--- src/rtl/rs_block_ctrl_if.sv ---
// Handshake bundle for rs_block_ctrl: configuration, upstream FIFO, encoder
// input/output and the shortened/punctured codeword stream.
interface rs_block_ctrl_if #(
    parameter int W     = 8,
    parameter int LVL_W = 9
);
    logic             cfg_start;
    logic [7:0]       cfg_k;
    logic [3:0]       cfg_t;
    logic [7:0]       cfg_nblk;
    logic             busy;
    logic             done;
    logic             cfg_err;
    logic [LVL_W-1:0] fifo_level;
    logic             fifo_rd;
    logic [W-1:0]     fifo_data;
    logic [W-1:0]     enc_in_bits;
    logic             enc_in_valid;
    logic [W-1:0]     enc_out_bits;
    logic             enc_out_valid;
    logic [W-1:0]     out_bits;
    logic             out_valid;
    logic             out_last;

    modport master (
        output cfg_start, cfg_k, cfg_t, cfg_nblk, fifo_level, fifo_data,
               enc_out_bits, enc_out_valid,
        input  busy, done, cfg_err, fifo_rd, enc_in_bits, enc_in_valid,
               out_bits, out_valid, out_last
    );

    modport slave (
        input  cfg_start, cfg_k, cfg_t, cfg_nblk, fifo_level, fifo_data,
               enc_out_bits, enc_out_valid,
        output busy, done, cfg_err, fifo_rd, enc_in_bits, enc_in_valid,
               out_bits, out_valid, out_last
    );
endinterface

--- src/rtl/rs_block_ctrl.sv ---
// Block sequencer around an RS(255,239) byte encoder: feeds K-byte blocks with
// a flush gap, then shortens/punctures the encoder output to K + 2*t bytes.
//
// state   | meaning
// --------+----------------------------------------------------------------
// S_IDLE  | no block in flight; accepts cfg_start when busy=0
// S_WAIT  | waiting for the upstream FIFO to hold a full block (level >= k)
// S_DATA  | fifo_rd asserted for k consecutive cycles
// S_FLUSH | encoder input held idle for FLUSH_CYC cycles after the block
module rs_block_ctrl #(
    parameter int W         = 8,
    parameter int PARITY    = 16,
    parameter int FLUSH_CYC = 18,
    parameter int LVL_W     = 9
) (
    input logic           clk,
    input logic           reset,
    rs_block_ctrl_if.slave bus
);
    localparam int FL_W = $clog2(FLUSH_CYC + 1);

    typedef enum logic [1:0] {S_IDLE, S_WAIT, S_DATA, S_FLUSH} in_state_t;

    in_state_t   state_q, state_d;
    logic [7:0]  k_q, k_d;
    logic [3:0]  t_q, t_d;
    logic [7:0]  nblk_q, nblk_d;
    logic        busy_q, busy_d;
    logic        done_q, done_d;
    logic        cfg_err_q, cfg_err_d;
    logic        fifo_rd_q, fifo_rd_d;
    logic [7:0]  rd_cnt_q, rd_cnt_d;
    logic [FL_W-1:0] flush_cnt_q, flush_cnt_d;
    logic [7:0]  blk_left_q, blk_left_d;
    logic        enc_in_valid_q, enc_in_valid_d;
    logic [W-1:0] enc_in_bits_q, enc_in_bits_d;
    logic [8:0]  out_idx_q, out_idx_d;
    logic [7:0]  out_blk_q, out_blk_d;
    logic        out_valid_q, out_valid_d;
    logic [W-1:0] out_bits_q, out_bits_d;
    logic        out_last_q, out_last_d;
    logic        out_final_q, out_final_d;

    logic        cfg_ok;
    logic [8:0]  kt_end;
    logic [8:0]  blk_end;
    logic        keep;
    logic        is_last_kept;

    assign cfg_ok  = (bus.cfg_k != 8'd0) && (bus.cfg_k <= 8'd239) &&
                     (bus.cfg_t <= 4'd8) && (bus.cfg_nblk != 8'd0);
    assign kt_end  = {1'b0, k_q} + {4'b0000, t_q, 1'b0};
    assign blk_end = {1'b0, k_q} + 9'(PARITY - 1);
    assign keep         = out_idx_q < kt_end;
    assign is_last_kept = out_idx_q == (kt_end - 9'd1);

    always_comb begin
        state_d        = state_q;
        k_d            = k_q;
        t_d            = t_q;
        nblk_d         = nblk_q;
        busy_d         = busy_q;
        done_d         = 1'b0;
        cfg_err_d      = 1'b0;
        fifo_rd_d      = fifo_rd_q;
        rd_cnt_d       = rd_cnt_q;
        flush_cnt_d    = flush_cnt_q;
        blk_left_d     = blk_left_q;
        out_idx_d      = out_idx_q;
        out_blk_d      = out_blk_q;
        out_valid_d    = 1'b0;
        out_bits_d     = '0;
        out_last_d     = 1'b0;
        out_final_d    = 1'b0;

        // FIFO returns data on the cycle after the strobe, so the strobe
        // delayed by one register lines up with the byte it fetched.
        enc_in_valid_d = fifo_rd_q;
        enc_in_bits_d  = fifo_rd_q ? bus.fifo_data : '0;

        case (state_q)
            S_IDLE: begin
                if (bus.cfg_start && !busy_q && !done_q) begin
                    if (cfg_ok) begin
                        k_d        = bus.cfg_k;
                        t_d        = bus.cfg_t;
                        nblk_d     = bus.cfg_nblk;
                        blk_left_d = bus.cfg_nblk;
                        busy_d     = 1'b1;
                        out_idx_d  = '0;
                        out_blk_d  = '0;
                        state_d    = S_WAIT;
                    end else begin
                        cfg_err_d  = 1'b1;
                    end
                end
            end
            S_WAIT: begin
                if (bus.fifo_level >= LVL_W'(k_q)) begin
                    fifo_rd_d = 1'b1;
                    rd_cnt_d  = k_q - 8'd1;
                    state_d   = S_DATA;
                end
            end
            S_DATA: begin
                if (rd_cnt_q == 8'd0) begin
                    fifo_rd_d   = 1'b0;
                    flush_cnt_d = FL_W'(FLUSH_CYC - 1);
                    blk_left_d  = blk_left_q - 8'd1;
                    state_d     = S_FLUSH;
                end else begin
                    rd_cnt_d    = rd_cnt_q - 8'd1;
                end
            end
            S_FLUSH: begin
                if (flush_cnt_q == '0) begin
                    state_d = (blk_left_q != 8'd0) ? S_WAIT : S_IDLE;
                end else begin
                    flush_cnt_d = flush_cnt_q - FL_W'(1);
                end
            end
            default: state_d = S_IDLE;
        endcase

        if (busy_q && bus.enc_out_valid) begin
            out_valid_d = keep;
            out_bits_d  = keep ? bus.enc_out_bits : '0;
            out_last_d  = is_last_kept;
            out_final_d = is_last_kept && (out_blk_q == nblk_q - 8'd1);
            if (out_idx_q == blk_end) begin
                out_idx_d = '0;
                out_blk_d = out_blk_q + 8'd1;
            end else begin
                out_idx_d = out_idx_q + 9'd1;
            end
        end

        // Trailing dropped parity of the final block arrives after busy falls
        // and is discarded by the busy gate above.
        if (out_final_q) begin
            done_d    = 1'b1;
            busy_d    = 1'b0;
            out_idx_d = '0;
            out_blk_d = '0;
        end
    end

    always_ff @(posedge clk or negedge reset) begin
        if (!reset) begin
            state_q        <= S_IDLE;
            k_q            <= '0;
            t_q            <= '0;
            nblk_q         <= '0;
            busy_q         <= 1'b0;
            done_q         <= 1'b0;
            cfg_err_q      <= 1'b0;
            fifo_rd_q      <= 1'b0;
            rd_cnt_q       <= '0;
            flush_cnt_q    <= '0;
            blk_left_q     <= '0;
            enc_in_valid_q <= 1'b0;
            enc_in_bits_q  <= '0;
            out_idx_q      <= '0;
            out_blk_q      <= '0;
            out_valid_q    <= 1'b0;
            out_bits_q     <= '0;
            out_last_q     <= 1'b0;
            out_final_q    <= 1'b0;
        end else begin
            state_q        <= state_d;
            k_q            <= k_d;
            t_q            <= t_d;
            nblk_q         <= nblk_d;
            busy_q         <= busy_d;
            done_q         <= done_d;
            cfg_err_q      <= cfg_err_d;
            fifo_rd_q      <= fifo_rd_d;
            rd_cnt_q       <= rd_cnt_d;
            flush_cnt_q    <= flush_cnt_d;
            blk_left_q     <= blk_left_d;
            enc_in_valid_q <= enc_in_valid_d;
            enc_in_bits_q  <= enc_in_bits_d;
            out_idx_q      <= out_idx_d;
            out_blk_q      <= out_blk_d;
            out_valid_q    <= out_valid_d;
            out_bits_q     <= out_bits_d;
            out_last_q     <= out_last_d;
            out_final_q    <= out_final_d;
        end
    end

    assign bus.busy         = busy_q;
    assign bus.done         = done_q;
    assign bus.cfg_err      = cfg_err_q;
    assign bus.fifo_rd      = fifo_rd_q;
    assign bus.enc_in_bits  = enc_in_bits_q;
    assign bus.enc_in_valid = enc_in_valid_q;
    assign bus.out_bits     = out_bits_q;
    assign bus.out_valid    = out_valid_q;
    assign bus.out_last     = out_last_q;
endmodule
--- src/flat_wrapper.sv ---
// flat-port wrapper written by rule: the top's interface ports become plain ports
module rs_block_ctrl_flat 
#(
    parameter int W         = 8,
    parameter int PARITY    = 16,
    parameter int FLUSH_CYC = 18,
    parameter int LVL_W     = 9
)
  (clk, reset, bus_cfg_start, bus_cfg_k, bus_cfg_t, bus_cfg_nblk, bus_fifo_level, bus_fifo_data, bus_enc_out_bits, bus_enc_out_valid, bus_busy, bus_done, bus_cfg_err, bus_fifo_rd, bus_enc_in_bits, bus_enc_in_valid, bus_out_bits, bus_out_valid, bus_out_last);
  rs_block_ctrl_if #(.W(W), .LVL_W(LVL_W)) bus_i ();
  input logic clk;
  input logic reset;
  input wire logic [$bits(bus_i.cfg_start)-1:0] bus_cfg_start;
  input wire logic [$bits(bus_i.cfg_k)-1:0] bus_cfg_k;
  input wire logic [$bits(bus_i.cfg_t)-1:0] bus_cfg_t;
  input wire logic [$bits(bus_i.cfg_nblk)-1:0] bus_cfg_nblk;
  input wire logic [$bits(bus_i.fifo_level)-1:0] bus_fifo_level;
  input wire logic [$bits(bus_i.fifo_data)-1:0] bus_fifo_data;
  input wire logic [$bits(bus_i.enc_out_bits)-1:0] bus_enc_out_bits;
  input wire logic [$bits(bus_i.enc_out_valid)-1:0] bus_enc_out_valid;
  output wire logic [$bits(bus_i.busy)-1:0] bus_busy;
  output wire logic [$bits(bus_i.done)-1:0] bus_done;
  output wire logic [$bits(bus_i.cfg_err)-1:0] bus_cfg_err;
  output wire logic [$bits(bus_i.fifo_rd)-1:0] bus_fifo_rd;
  output wire logic [$bits(bus_i.enc_in_bits)-1:0] bus_enc_in_bits;
  output wire logic [$bits(bus_i.enc_in_valid)-1:0] bus_enc_in_valid;
  output wire logic [$bits(bus_i.out_bits)-1:0] bus_out_bits;
  output wire logic [$bits(bus_i.out_valid)-1:0] bus_out_valid;
  output wire logic [$bits(bus_i.out_last)-1:0] bus_out_last;
  assign bus_i.cfg_start = bus_cfg_start;
  assign bus_i.cfg_k = bus_cfg_k;
  assign bus_i.cfg_t = bus_cfg_t;
  assign bus_i.cfg_nblk = bus_cfg_nblk;
  assign bus_i.fifo_level = bus_fifo_level;
  assign bus_i.fifo_data = bus_fifo_data;
  assign bus_i.enc_out_bits = bus_enc_out_bits;
  assign bus_i.enc_out_valid = bus_enc_out_valid;
  assign bus_busy = bus_i.busy;
  assign bus_done = bus_i.done;
  assign bus_cfg_err = bus_i.cfg_err;
  assign bus_fifo_rd = bus_i.fifo_rd;
  assign bus_enc_in_bits = bus_i.enc_in_bits;
  assign bus_enc_in_valid = bus_i.enc_in_valid;
  assign bus_out_bits = bus_i.out_bits;
  assign bus_out_valid = bus_i.out_valid;
  assign bus_out_last = bus_i.out_last;
  rs_block_ctrl #(.W(W), .PARITY(PARITY), .FLUSH_CYC(FLUSH_CYC), .LVL_W(LVL_W)) u_core (.clk(clk), .reset(reset), .bus(bus_i));
endmodule
--- config.mk ---
export PLATFORM = sky130hd
export DESIGN_NAME = rs_block_ctrl_flat
export DESIGN_NICKNAME = d
export VERILOG_FILES = /design/src/rtl/rs_block_ctrl_if.sv /design/src/rtl/rs_block_ctrl.sv /design/src/flat_wrapper.sv
export SDC_FILE = /design/constraint.sdc
export NUM_CORES = 1
export LEC_CHECK = 0
export ABC_AREA = 1
export BUFFER_PORTS_ARGS = -buffer_cell sky130_fd_sc_hd__buf_4
export CAP_MARGIN = 15
export CORE_UTILIZATION = 30
export DETAILED_ROUTE_END_ITERATION = 16
export GPL_TIMING_DRIVEN = 0
export SETUP_SLACK_MARGIN = 0.05
export SYNTH_ARGS = -nofsm -noshare
export SYNTH_HDL_FRONTEND = slang
export SYNTH_SLANG_ARGS = --single-unit
--- constraint.sdc ---
create_clock -name clk -period 3.6 [get_ports clk]
set_clock_uncertainty 0.2 [all_clocks]
set_input_delay 0.72 -clock clk [delete_from_list [all_inputs] [get_ports clk]]
set_output_delay 0.72 -clock clk [all_outputs]
set_load 0.01 [all_outputs]
==> flow_summary.json, run 1 <==
{
  "outcome": "complete, no violations",
  "clockBufferDepth": 2,
  "gp_congestion": 0.817,
  "ctsResizeCount": 0,
  "maxCapViolations": 0,
  "dieArea_sq_um": 19600,
  "yosysSeqAreaShare": 0.368,
  "ir_drop_uv": 275,
  "min_period_ns": 2.84,
  "final_common_cell": "nand2_1",
  "dieHeight_microns": 140,
  "p_leak_uw": 0.00361,
  "numPortBuffers": 71,
  "placed_area_sq_um": 6530,
  "overflow": 0,
  "ys_ff_latch": 84,
  "crit_type": "flip-flop to flip-flop",
  "busiest_layer": "met2",
  "worstPathArrival_ns": 2.91,
  "mappedNetlistArea_sq_um": 5710,
  "setup-violations-final": 0,
  "antenna_left": 0,
  "grt_pass1_vias": 4708,
  "vias": 5011,
  "rsz0062_at_grt": "false",
  "design_area_sq_um": 6860,
  "totalWireLength_microns": 13800,
  "met2_usage": 0.244,
  "fmax_ghz": 0.353,
  "insertion_delay_ns": 0.35,
  "cts.clk_slew.worst_paths_ns": 0.07,
  "finalMaxSlewViolations": 0,
  "yosys.cell_types.count": 43,
  "max_slew.worst_pin.slew_ns": 0.590,
  "grt_start_max_net_pins": 85,
  "die_w_microns": 140,
  "hp-class": "input port to asynchronous set/reset pin",
  "numCtsBuffers": 9,
  "most-common-layout-cells": "nand2_1, inv_1, dfrtp_1",
  "r2r_start": "u_core.k_q[3]",
  "area_growth_pct": 20.2,
  "cts_root_buf": "clkbuf_16",
  "drive_above_1_share": 0.145,
  "r2r_cells": 13,
  "use_met1": 0.199,
  "synth_area_per_cell_sq_um": 7.31,
  "power_density_nw_per_um2": 336,
  "hold_buffers": 0,
  "syn_nets": 865,
  "first_pass_iters": 4,
  "r2r_slack_ns": 0.76,
  "end_kind": "flip-flop",
  "r2r_end": "u_core.bus.out_bits[7]",
  "setup_tns_ns": 0,
  "drt_iter0_markers": 220,
  "diodes": 0,
  "grt_use_met3": 0.0338,
  "antenna_found_initial": 0,
  "hold_viol": 0,
  "rows": 50,
  "core_sq_um": 18700,
  "avgViaCountPerCell": 4.54,
  "grt_pass1_wl_microns": 23200,
  "ioPinCount": 72,
  "path_max_fanout": 9,
  "cts-htree-levels": 3,
  "yosysWarnings": 0,
  "crit_path_start_kind": "flip-flop",
  "initial_core_util": 0.305,
  "nFillCells": 1927,
  "nets": 948,
  "critPathRequiredTime_ns": 3.67,
  "drc": 0,
  "cts.sinks": 84,
  "synth_cells": 781,
  "wl_per_cell_microns": 12.5,
  "dpl.hpwl_microns": 10700,
  "groute.usage.overall": 0.149,
  "postCtsSetupRepairBufs": 0,
  "fin_crit_sh": 0.788,
  "cts_tree": "built",
  "slew_headroom": 0.605
}
## cells in the mapped netlist, drive strengths merged
master	count	area, sq um
nand2	215	822
inv	109	409
dfrtp	84	2100
nand3	77	430
nor2	75	320
o21ai	66	334
ha	34	425
xor2	21	184
xnor2	16	140
a21oi	15	90.1
nand4	15	93.8
nand3b	12	90.1
buf	10	71.3
nor3	9	45.0
clkbuf	5	18.8
clkinv	3	11.3
o21a	2	15.0
or2	2	12.5
a211oi	1	7.51
a22oi	1	7.51
a31oi	1	6.26
and2	1	6.26
and3	1	6.26
fa	1	20.0
o211ai	1	7.51
o21bai	1	7.51
o2bb2ai	1	8.76
o32ai	1	8.76
or3	1	6.26
## flip-flops by register name, summed over array words and instances, names as in the netlist, 2 cells and up
register                cells
u_core.out_idx_q            9
u_core.blk_left_q           8
u_core.bus.enc_in_bits      8
u_core.bus.out_bits         8
u_core.k_q                  8
u_core.nblk_q               8
u_core.out_blk_q            8
u_core.rd_cnt_q             8
u_core.flush_cnt_q          5
u_core.t_q                  4
u_core.state_q              2
## report_power, final
group | switching, uW | leakage [uW] | internal (uW) | total (uW)
Combinational | 198 | 0.00240 | 152 | 350
Clock | 440 | 0.000149 | 493 | 934
Sequential | 47.4 | 0.00107 | 976 | 1020
Total | 686 | 0.00361 | 1620 | 2310
## per-stage QoR
| stage | hold slack, ns | setup slack, ns | power, uW | instances | utilization |
|---|---|---|---|---|---|
| CTS | 0.228 | 0.754 | 2340 | 1102 | 0.365 |
| detailed placement | 0.197 | 0.770 | 1390 | 1086 | 0.349 |
| global route | 0.140 | 0.485 | 2450 | 1103 | 0.367 |
| finish | 0.118 | 0.764 | 2310 | 1103 | 0.367 |
| floorplan | 0.224 | 1.17 | 1260 | 781 | - |
| global placement | 0.202 | 0.794 | 1380 | 1086 | 0.349 |
## cell type report
type / count / area [sq um] / share of cell area
multi-input combinational: 570 / 3100 / 0.451
sequential: 84 / 2100 / 0.306
timing repair buffer: 72 / 561 / 0.0817
inverter: 112 / 420 / 0.0613
tap: 234 / 293 / 0.0427
clock buffer: 9 / 225 / 0.0328
buffer: 15 / 90.1 / 0.0131
clock inverter: 7 / 76.3 / 0.0111
## metal layers
layer / part of all wire / up-vias
met5: 0 / -
met4: 0.012 / 0
met3: 0.037 / 11
met2: 0.46 / 79
met1: 0.49 / 2256
li1: - / 2665
## critical path: stages, from the launching register on
cell	delay [ns]
dfrtp_1	0.48
ha_1	0.40
nand3_1	0.15
nand3_1	0.14
nand2_1	0.08
nand2_1	0.11
ha_1	0.32
a21oi_1	0.12
o21ai_0	0.09
o21ai_0	0.15
nand3b_1	0.09
nand3b_1	0.10
nand3_2	0.18
nor2_1	0.14
## logic make-up (layout without fill, tap and decap cells)
| group | after synthesis | in the layout | synth area share |
|---|---|---|---|
| DFF | 84 | 84 | 0.368 |
| buffers and inverters | 127 | 215 | 0.0894 |
| xor gates and xnor gates | 37 | 37 | 0.0568 |
| adders and majority gates | 35 | 35 | 0.0780 |
| and+or+nand+nor | 408 | 408 | 0.321 |
| AOI/OAI and AO/OA | 90 | 90 | 0.0864 |
## worst max-delay path by stage
stage	start	endpoint	depth (start not counted)
finish	u_core.k_q[3]	u_core.bus.out_bits[7]	13
global placement	u_core.k_q[3]	u_core.bus.out_bits[5]	13
CTS	u_core.k_q[3]	u_core.bus.out_bits[7]	13
global route	u_core.k_q[3]	u_core.bus.out_bits[0]	13
floorplan	u_core.k_q[3]	u_core.bus.out_bits[0]	13
detailed placement	u_core.k_q[3]	u_core.bus.out_bits[7]	13
Power figures use the tool's default switching activity.
==> inputs of run 2 (changes only) <==
==> constraint.sdc (replaced) <==
create_clock -name clk -period 2.5 [get_ports clk]
set_clock_uncertainty 0.2 [all_clocks]
set_input_delay 0.5 -clock clk [delete_from_list [all_inputs] [get_ports clk]]
set_output_delay 0.5 -clock clk [all_outputs]
set_load 0.01 [all_outputs]
==> run 2 against run 1 <==
The run now ends with negative setup slack left. Critical endpoint is now u_core.bus.out_bits[3]. Final cell count is 1.6% higher. Combinational power increased by 62%. Critical path type unchanged. Die area unchanged. Worst hold slack better by 0.012 ns. First-iteration DRC count is 14% higher. Routed wire length rose by 4.2%. Global-route usage grew 0.42 points. Sequential share of layout area down 1.5 points.
==> flow_summary.json, run 2 (synthesized netlist as in run 1, its figures left out) <==
{
  "grt_pass1_vias": 4847,
  "wl_per_cell_microns": 12.8,
  "clockBufferDepth": 2,
  "worst_hold_startpoint": "bus_fifo_data[0]",
  "vias": 5136,
  "final_cells": 1121,
  "cts.clk_slew.worst_paths_ns": 0.07,
  "hold_viol": 0,
  "avgViaCountPerCell": 4.58,
  "hp-class": "input port to flip-flop",
  "clkPwrFrac": 0.397,
  "rows": 50,
  "first_pass_iters": 4,
  "cts.sinks": 84,
  "largest_register_ffs": 9,
  "fin_crit_sh": 1.03,
  "r2r_end": "u_core.bus.out_bits[3]",
  "most-common-layout-cells": "nand2_1, inv_1, buf_4",
  "gp_congestion": 0.817,
  "maxCapViolations": 0,
  "critPathMaxStageDelay_ns": 0.58,
  "antenna_found_initial": 0,
  "seqPwrFrac": 0.437,
  "outcome": "finished, violations left",
  "fmax_ghz": 0.388,
  "largest-register": "u_core.out_idx_q",
  "drt_iter0_markers": 250,
  "nets": 966,
  "area_growth_pct": 26.8,
  "diodes": 0,
  "crit_path_cell_trace": "ha_2 -> inv_2 -> fa_2 -> ha_4 -> a21oi_2 -> o21ai_1 -> o21ai_1 -> nand3b_1 -> nand3b_1 -> nand3_2 -> nor2_1",
  "ir_drop_uv": 402,
  "power.switching_uw": 1030,
  "grt_start_max_net_pins": 85,
  "crit_type": "flip-flop to flip-flop",
  "ioPinCount": 72,
  "power_uw": 3410,
  "r2r_slack_ns": -0.08,
  "insertion_delay_ns": 0.35,
  "whs_endpoint": "u_core.bus.enc_in_bits[0]",
  "path_buf_inv": 1,
  "path_max_fanout": 4,
  "critPathRequiredTime_ns": 2.58,
  "r2r_cells": 11,
  "drive_above_1_share": 0.214,
  "overflow": 0,
  "numCtsBuffers": 9,
  "worstPathArrival_ns": 2.65,
  "placedCellCount": 1086,
  "cts_root_buf": "clkbuf_16",
  "setup-violations-final": 9,
  "cp_slowest_cell": "fa_2",
  "min_period_ns": 2.58,
  "groute.usage.overall": 0.154,
  "critPathTopFamily": "adder cells",
  "combPwrFrac": 0.166,
  "totalWireLength_microns": 14300,
  "grt_pass1_wl_microns": 24000,
  "setup_ws_ns": -0.0766,
  "die_w_microns": 140,
  "p_leak_uw": 0.00371,
  "antenna_left": 0,
  "cts_tree": "built",
  "finalMaxSlewViolations": 0,
  "max_slew.worst_pin.slew_ns": 0.593,
  "cts-htree-levels": 3,
  "slew_headroom": 0.603,
  "dieArea_sq_um": 19600,
  "numPortBuffers": 71,
  "rsz0062_at_grt": "true",
  "crit_path_start_kind": "flip-flop",
  "power_density_nw_per_um2": 471,
  "internal_power_uw": 2370,
  "core_sq_um": 18700,
  "dieHeight_microns": 140,
  "final_common_cell": "nand2_1",
  "violations": "negative setup slack",
  "r2r_start": "u_core.t_q[0]",
  "drc": 0,
  "swShare": 0.303,
  "initial_core_util": 0.305,
  "dpl.hpwl_microns": 10700,
  "end_kind": "flip-flop",
  "hold_depth": 3
}
==> run 2: worst max path at each step <==
stage | startpoint | endpoint | slack, ns | cells after the start
3_3_place_gp | u_core.k_q[3] | u_core.bus.out_bits[5] | -0.31 | 13
2_1_floorplan | u_core.k_q[3] | u_core.bus.out_bits[0] | 0.07 | 13
6_report | u_core.t_q[0] | u_core.bus.out_bits[3] | -0.08 | 11
5_1_grt | u_core.t_q[0] | u_core.bus.out_bits[0] | -0.20 | 11
4_1_cts | u_core.t_q[0] | u_core.bus.out_bits[0] | -0.07 | 11
3_5_place_dp | u_core.k_q[3] | u_core.bus.out_bits[7] | -0.33 | 13
==> run 2: what timing repair did <==
action | in CTS | in global routing
cloned | 1 | 0
setup buffers | 13 | 3
resized for setup | 37 | 22
endpoints found under the setup margin | 19 | 38
hold buffers | 0 | 1
endpoints found under the hold margin | 0 | 31
pin swaps | 9 | 7
==> run 2: worst reg2reg max path, delay by kind of cell, from the launching register on <==
family,cells,cell delay [ns]
adders and majority gates,3,1.00
and+or+nand+nor,4,0.56
AOI/OAI and AO/OA,3,0.33
DFF,1,0.38
buffers and inverters,1,0.04
==> run 2: cell type report <==
class	instances	area (sq um)
Tap cell	234	293
Buffer	15	96.3
Timing Repair Buffer	89	691
Inverter	112	420
Clock inverter	7	76.3
Fill cell	1891	11500
Multi-Input combinational cell	571	3330
Clock buffer	9	225
Sequential cell	84	2110
==> run 2: routing by layer <==
| layer | wire length, microns | GRT usage | share of wire |
|---|---|---|---|
| met5 | 0 | 0 | 0 |
| met4 | 191 | 0.0405 | 0.013 |
| met3 | 521 | 0.0338 | 0.036 |
| met2 | 6690 | 0.253 | 0.47 |
| met1 | 6940 | 0.203 | 0.48 |
==> run 2: metrics by stage <==
stage	TNS (ns)	utilization	instance area (sq um)	setup slack, ns	hold slack, ns
after CTS	-0.463	0.379	7090	-0.0666	0.120
final	-0.573	0.387	7240	-0.0766	0.129
after floorplan	0	-	5710	0.0721	0.00441
after global placement	-3.53	0.349	6530	-0.306	0.202
after global routing	-1.94	0.387	7240	-0.203	0.118
after detailed placement	-4.01	0.349	6530	-0.330	0.197
==> run 2: power groups by stage <==
stage          Clock, uW  Combinational (uW)  Sequential, uW
6_report            1350                 567            1490
4_1_cts             1390                 553            1480
2_1_floorplan          0                 321            1490
5_1_grt             1470                 639            1500
3_5_place_dp           0                 506            1500
3_3_place_gp           0                 494            1500
